==> config.mk <==
export PLATFORM = sky130hd
export DESIGN_NAME = wordle_scorer
export DESIGN_NICKNAME = d
export VERILOG_FILES = /design/src/rtl/wordle_pkg.sv /design/src/rtl/wordle_letter_match.sv /design/src/rtl/wordle_scorer.sv
export SDC_FILE = /design/constraint.sdc
export NUM_CORES = 1
export LEC_CHECK = 0
export ABC_AREA = 1
export BUFFER_PORTS_ARGS = -buffer_cell sky130_fd_sc_hd__buf_2
export CAP_MARGIN = 20
export CORE_MARGIN = 3
export CORE_UTILIZATION = 40
export CTS_CLUSTER_DIAMETER = 100
export DETAILED_ROUTE_END_ITERATION = 16
export GPL_TIMING_DRIVEN = 1
export PLACE_DENSITY_LB_ADDON = 0.2
export SLEW_MARGIN = 20
export SYNTH_ARGS = -nofsm -noshare
export SYNTH_HDL_FRONTEND = slang
export SYNTH_SLANG_ARGS = --single-unit
==> constraint.sdc <==
create_clock -name Clk -period 5.7 [get_ports Clk]
set_input_delay 0.285 -clock Clk [delete_from_list [all_inputs] [get_ports Clk]]
set_output_delay 0.285 -clock Clk [all_outputs]
set_load 0.03 [all_outputs]
==> src/rtl/wordle_pkg.sv <==
// Shared definitions for the wordle game: colour codes, word geometry, scorer state encoding.
// Pure definitions, no timing and no flow control.
package wordle_pkg;

    localparam int LETTERS = 5;
    localparam int CHAR_W  = 8;
    localparam int WORD_W  = LETTERS * CHAR_W;

    localparam logic [1:0] COL_GRAY   = 2'b00;
    localparam logic [1:0] COL_YELLOW = 2'b01;
    localparam logic [1:0] COL_GREEN  = 2'b10;

    typedef enum logic [3:0] {
        ST_IDLE   = 4'b0001,
        ST_GREEN  = 4'b0010,
        ST_YELLOW = 4'b0100,
        ST_DONE   = 4'b1000
    } scorer_state_t;

    // Letter 0 sits in the most significant character of the packed word.
    function automatic logic [CHAR_W-1:0] letter_of(input logic [WORD_W-1:0] word,
                                                    input logic [2:0] idx);
        return word[(LETTERS - 1 - int'(idx)) * CHAR_W +: CHAR_W];
    endfunction

endpackage

==> src/rtl/wordle_letter_match.sv <==
// Finds the lowest unused target position holding a given guess letter.
// Combinational, zero latency; no flow control.
module wordle_letter_match #(
    parameter int LETTERS = 5,
    parameter int CHAR_W  = 8
) (
    input  logic [CHAR_W-1:0]         guess_letter,
    input  logic [LETTERS*CHAR_W-1:0] target_word,
    input  logic [LETTERS-1:0]        used,
    output logic                      hit,
    output logic [LETTERS-1:0]        claim
);

    always_comb begin
        hit   = 1'b0;
        claim = '0;
        for (int j = 0; j < LETTERS; j++) begin
            if (!hit && !used[j] &&
                target_word[(LETTERS - 1 - j) * CHAR_W +: CHAR_W] == guess_letter) begin
                hit      = 1'b1;
                claim[j] = 1'b1;
            end
        end
    end

endmodule

==> src/rtl/wordle_scorer.sv <==
// Two-pass duplicate-aware wordle scorer: one letter per cycle, green pass then yellow pass.
// Latency fixed at 10 edges from accept to done; start is ignored (not queued) while busy.
module wordle_scorer #(
    parameter int LETTERS = 5,
    parameter int CHAR_W  = 8
) (
    input  logic                      Clk,
    input  logic                      reset,
    input  logic                      start,
    input  logic [LETTERS*CHAR_W-1:0] guessWord,
    input  logic [LETTERS*CHAR_W-1:0] randomWord,
    output logic                      busy,
    output logic                      done,
    output logic [2*LETTERS-1:0]      result,
    output logic                      all_green
);
    import wordle_pkg::*;

    localparam logic [2:0]           LAST_IDX  = 3'(LETTERS - 1);
    localparam logic [2*LETTERS-1:0] ALL_GREEN = {LETTERS{COL_GREEN}};

    scorer_state_t               state;
    logic [LETTERS*CHAR_W-1:0]   guess_q;
    logic [LETTERS*CHAR_W-1:0]   target_q;
    logic [LETTERS-1:0]          used;
    logic [2:0]                  i;

    int                          pos;
    logic [CHAR_W-1:0]           g_ch;
    logic [CHAR_W-1:0]           t_ch;
    logic                        hit;
    logic [LETTERS-1:0]          claim;
    logic                        take_yellow;
    logic [2*LETTERS-1:0]        result_nxt;

    always_comb begin
        pos         = LETTERS - 1 - int'(i);
        g_ch        = guess_q[pos * CHAR_W +: CHAR_W];
        t_ch        = target_q[pos * CHAR_W +: CHAR_W];
        take_yellow = (result[pos * 2 +: 2] != COL_GREEN) && hit;
        result_nxt  = result;
        if (take_yellow) begin
            result_nxt[pos * 2 +: 2] = COL_YELLOW;
        end
    end

    wordle_letter_match #(
        .LETTERS (LETTERS),
        .CHAR_W  (CHAR_W)
    ) u_match (
        .guess_letter (g_ch),
        .target_word  (target_q),
        .used         (used),
        .hit          (hit),
        .claim        (claim)
    );

    always_ff @(posedge Clk) begin
        if (reset) begin
            state     <= ST_IDLE;
            guess_q   <= '0;
            target_q  <= '0;
            used      <= '0;
            i         <= '0;
            busy      <= 1'b0;
            done      <= 1'b0;
            result    <= '0;
            all_green <= 1'b0;
        end else begin
            case (state)
                ST_IDLE: begin
                    done <= 1'b0;
                    if (start) begin
                        guess_q   <= guessWord;
                        target_q  <= randomWord;
                        used      <= '0;
                        result    <= '0;
                        all_green <= 1'b0;
                        i         <= '0;
                        busy      <= 1'b1;
                        state     <= ST_GREEN;
                    end
                end
                ST_GREEN: begin
                    if (g_ch == t_ch) begin
                        result[pos * 2 +: 2] <= COL_GREEN;
                        used[i]              <= 1'b1;
                    end
                    if (i == LAST_IDX) begin
                        i     <= '0;
                        state <= ST_YELLOW;
                    end else begin
                        i <= i + 3'd1;
                    end
                end
                ST_YELLOW: begin
                    // Greens already own their target slots, so claims only come from unused ones.
                    if (take_yellow) begin
                        result <= result_nxt;
                        used   <= used | claim;
                    end
                    if (i == LAST_IDX) begin
                        i         <= '0;
                        done      <= 1'b1;
                        all_green <= (result_nxt == ALL_GREEN);
                        state     <= ST_DONE;
                    end else begin
                        i <= i + 3'd1;
                    end
                end
                ST_DONE: begin
                    done  <= 1'b0;
                    busy  <= 1'b0;
                    state <= ST_IDLE;
                end
                default: begin
                    state <= ST_IDLE;
                    busy  <= 1'b0;
                    done  <= 1'b0;
                end
            endcase
        end
    end

endmodule
==> results by group <==
Drt
  – Drt wl/cell: 15.2 um
  – Antenna-violating nets left: 0
  – Via-to-Cell Ratio: between 5 and 6
  – Drt total wl: 16900 um
  – Number of remaining DRC errors: 0
  – DR iter-0 viols: about 460
  – Routed via count: 5813
  – Drt pass-1 iters: 5

Cells and area
  – Fill cells: 1512
  – Final instance area: approximately 0.0067 mm2
  – Finished Core Util: 47.4%
  – Post-route insts no fill: 1114
  – Share of cells above drive strength 1: 17.8%
  – Inserted Diodes: 0
  – # nets final: 1015
  – Syn-to-layout area delta: 13.5%

Timing
  – RSZ-0062 raised after global routing: false
  – Clock Skew: between 10 and 15 ps
  – Worst-Margin Slew: 933 ps
  – Fmax: 247 MHz
  – Max transition margin: a little under two fifths
  – Final Hold Vio Count: 0
  – Clock period minus worst slack: 4040 ps
  – Setup_tns: 0 ps
  – Pins Over Slew Limit: 0
  – Final setup viols: 0
  – Final Cycle Share: 70.9%

Power
  – Cell leakage power: around 2.8 nW
  – VDD IR max: 229 uV
  – Total power draw: just over 3 mW
  – Power per cell area: 456 mW/mm2

Synthesis
  – Synth Flop Type: dfxtp_1
  – Syn Inst Count: 871
  – Synth top area share: 35.6%
  – Synth top area cells: dfxtp_1 36%, nand2_1 12%, a21oi_1 11%
  – Mean post-synth cell area: 6.78 um2
  – EDFF count, synth: 0
  – YS warnings: 0
  – Area leader, netlist: dfxtp_1
  – Post-Syn Nets: 957
  – Async S/R FF share, synth: 0%
  – Sequential fraction of the synthesis area: 35.6%
  – Post-synth top cells: 183 x nand2_1, 127 x a21oi_1, 119 x nand3_1, 105 x dfxtp_1, 65 x o21ai_0
  – Count leader, synth: nand2_1
  – Yosys cell types: 39
  – Flops & latches, synth: 105
  – Synthesized cell area: 0.00591 mm2

Worst setup path
  – Crit. Startpoint: i[0]
  – R2r startpoint: i[0]
  – Worst path bufs/invs: 3
  – CP max stage cell: ha_1
  – Most used cell, CP: nand2_1
  – Family with the most delay on the worst path: simple AND/OR/NAND/NOR gates
  – Reg2Reg Depth: 20
  – WP data required: 5980 ps
  – Setup crit end: result[0]
  – Setup crit start kind: flip-flop
  – Critical Path AT: approximately 4300 ps
  – WS Path Type: reg -> reg
  – CP max stage delay: about 830 ps
  – Critical Path End Type: flip-flop
  – Crit path depth: 20
  – Crit path cell chain: inv_2, ha_1, inv_2, nand3_1, nand2_1, nand2_1, nand2_4, nand2_1, nand2_1, nor2_1, nand3_1, nor2_1, nor2_2, nand3_4, nand2_2, nand2_2, nand2_2, inv_4, o21ai_0, a31oi_1
  – R2R setup slack: 1660 ps
  – Worst r2r dst: result[0]
  – CP max FO: 39

Clock network
  – CTS clk-pin slew, worst paths: 70 ps
  – CTS tree: done
  – H-tree Lvls: 3
  – CTS buffer count: 9
  – Worst-Skew Late Latency: 360 ps
  – Hold_buf cts: 0
  – Root buffer cell: clkbuf_16
  – Clk sink count: 105
  – Post CTS Setup Buffer Count: 0
  – CTS resizes: 0
  – CTS Buffer Depth: 2

Placed design
  – Gpl congestion: about 0.9
  – I/O Buffers: 95
  – Post-DP Area: 0.00639 mm2
  – Post-Place Cells: 1098
  – DP HPWL: 12400 um

Global routing
  – Vias in the first global route: roughly 5400
  – GRT busiest layer: met2
  – First-pass GRT wire length: 27500 um
  – M3 GR Usage: between 3 and 4%
  – Met1 usage: ~30%
  – Met2 Resource Use GR: 33.2%
  – Largest net degree at the start of global routing: 93
  – Total track usage: 21.0%
  – Initial antenna violation count: 0
  – GR Overflow Total: 0

Floorplan
  – Die width: 128 um
  – IO Pins: 96
  – Area of the core: 0.0141 mm2
  – Std-Cell Rows: 43
  – Die H: between 100 and 150 um
  – Die area: 0.0163 mm2
  – Initial Utilization: 41.8%

Flow run
  – Max Cap Viol: 0

Outcome
  – Run status: complete, no violations

Hold path
  – Hold WC Path Type: in -> reg
  – Hold path startpoint: guessWord[20]
  – Hold path depth: 3
-- through the flow --
stage	hold WS [ps]	worst slack (ps)
after global placement	446	1760
after global routing	188	1150
final	193	1660
after detailed placement	448	1650
after floorplan	430	2520
after CTS	184	1620
-- cell usage in the layout (no fill, tap or decap), drive strengths merged, types with 2 or more instances in the layout --
cell	netlist	layout
buf	22	103
clkbuf	34	12
xor2	14	14
nand2	204	204
xnor2	5	5
o211ai	2	2
ha	3	3
a21oi	136	136
clkinvlp	0	2
nand4	3	3
nor3	9	9
a31oi	8	8
nand3	120	120
o21ai	77	77
inv	68	68
o31ai	3	3
nor2	51	51
dfxtp	105	105
-- state kept, by name (all words and copies together), names as in the netlist --
signal     cells
used           5
target_q      40
done           1
guess_q       40
i              3
result        10
all_green      1
busy           1
state          4
-- cell families after synthesis --
| family | share of synthesized area, % |
|---|---|
| buf+inv | 9.32 |
| simple gates | 30.2 |
| compound gates | 21.5 |
| xor+xnor | 2.82 |
| flops | 35.6 |
| fa+ha+maj | 0.635 |
-- how the worst min path moves through the flow --
stage,endpoint,slack (ps)
floorplan,used[3],430
global route,guess_q[31],190
detailed placement,used[4],450
finish,guess_q[20],190
global placement,used[4],450
CTS,guess_q[20],180
-- cell type report --
type	count	area (um2)	area share [%]
multi-input cells	642	3270	48.8
flip-flops and latches	105	2100	31.3
repair buffers	103	536	7.98
clock buffers	12	267	3.97
inverters	68	258	3.84
well taps	180	225	3.36
clock inverters	4	50.0	0.746
-- per-layer routing --
layer,vias to the layer above,wire [um]
li1,3019,-
met1,2622,8140
met2,149,7650
met3,23,826
met4,0,325
met5,-,0
-- power by group --
group / internal [mW] / switching [mW]
combinational: 0.450 / 0.893
clock: 0.376 / 0.277
sequential: 0.921 / 0.140
-- worst register-to-register path, delay by kind of cell, from the launching register on --
family | cells | cell delay (ps)
AO/OA/AOI/OAI | 2 | 270
AND/OR/NAND/NOR | 14 | 1540
flip-flops | 1 | 320
buffers and inverters | 3 | 980
adder cells (fa/ha/maj) | 1 | 840
Note: power is estimated with default switching activity, not from simulation.
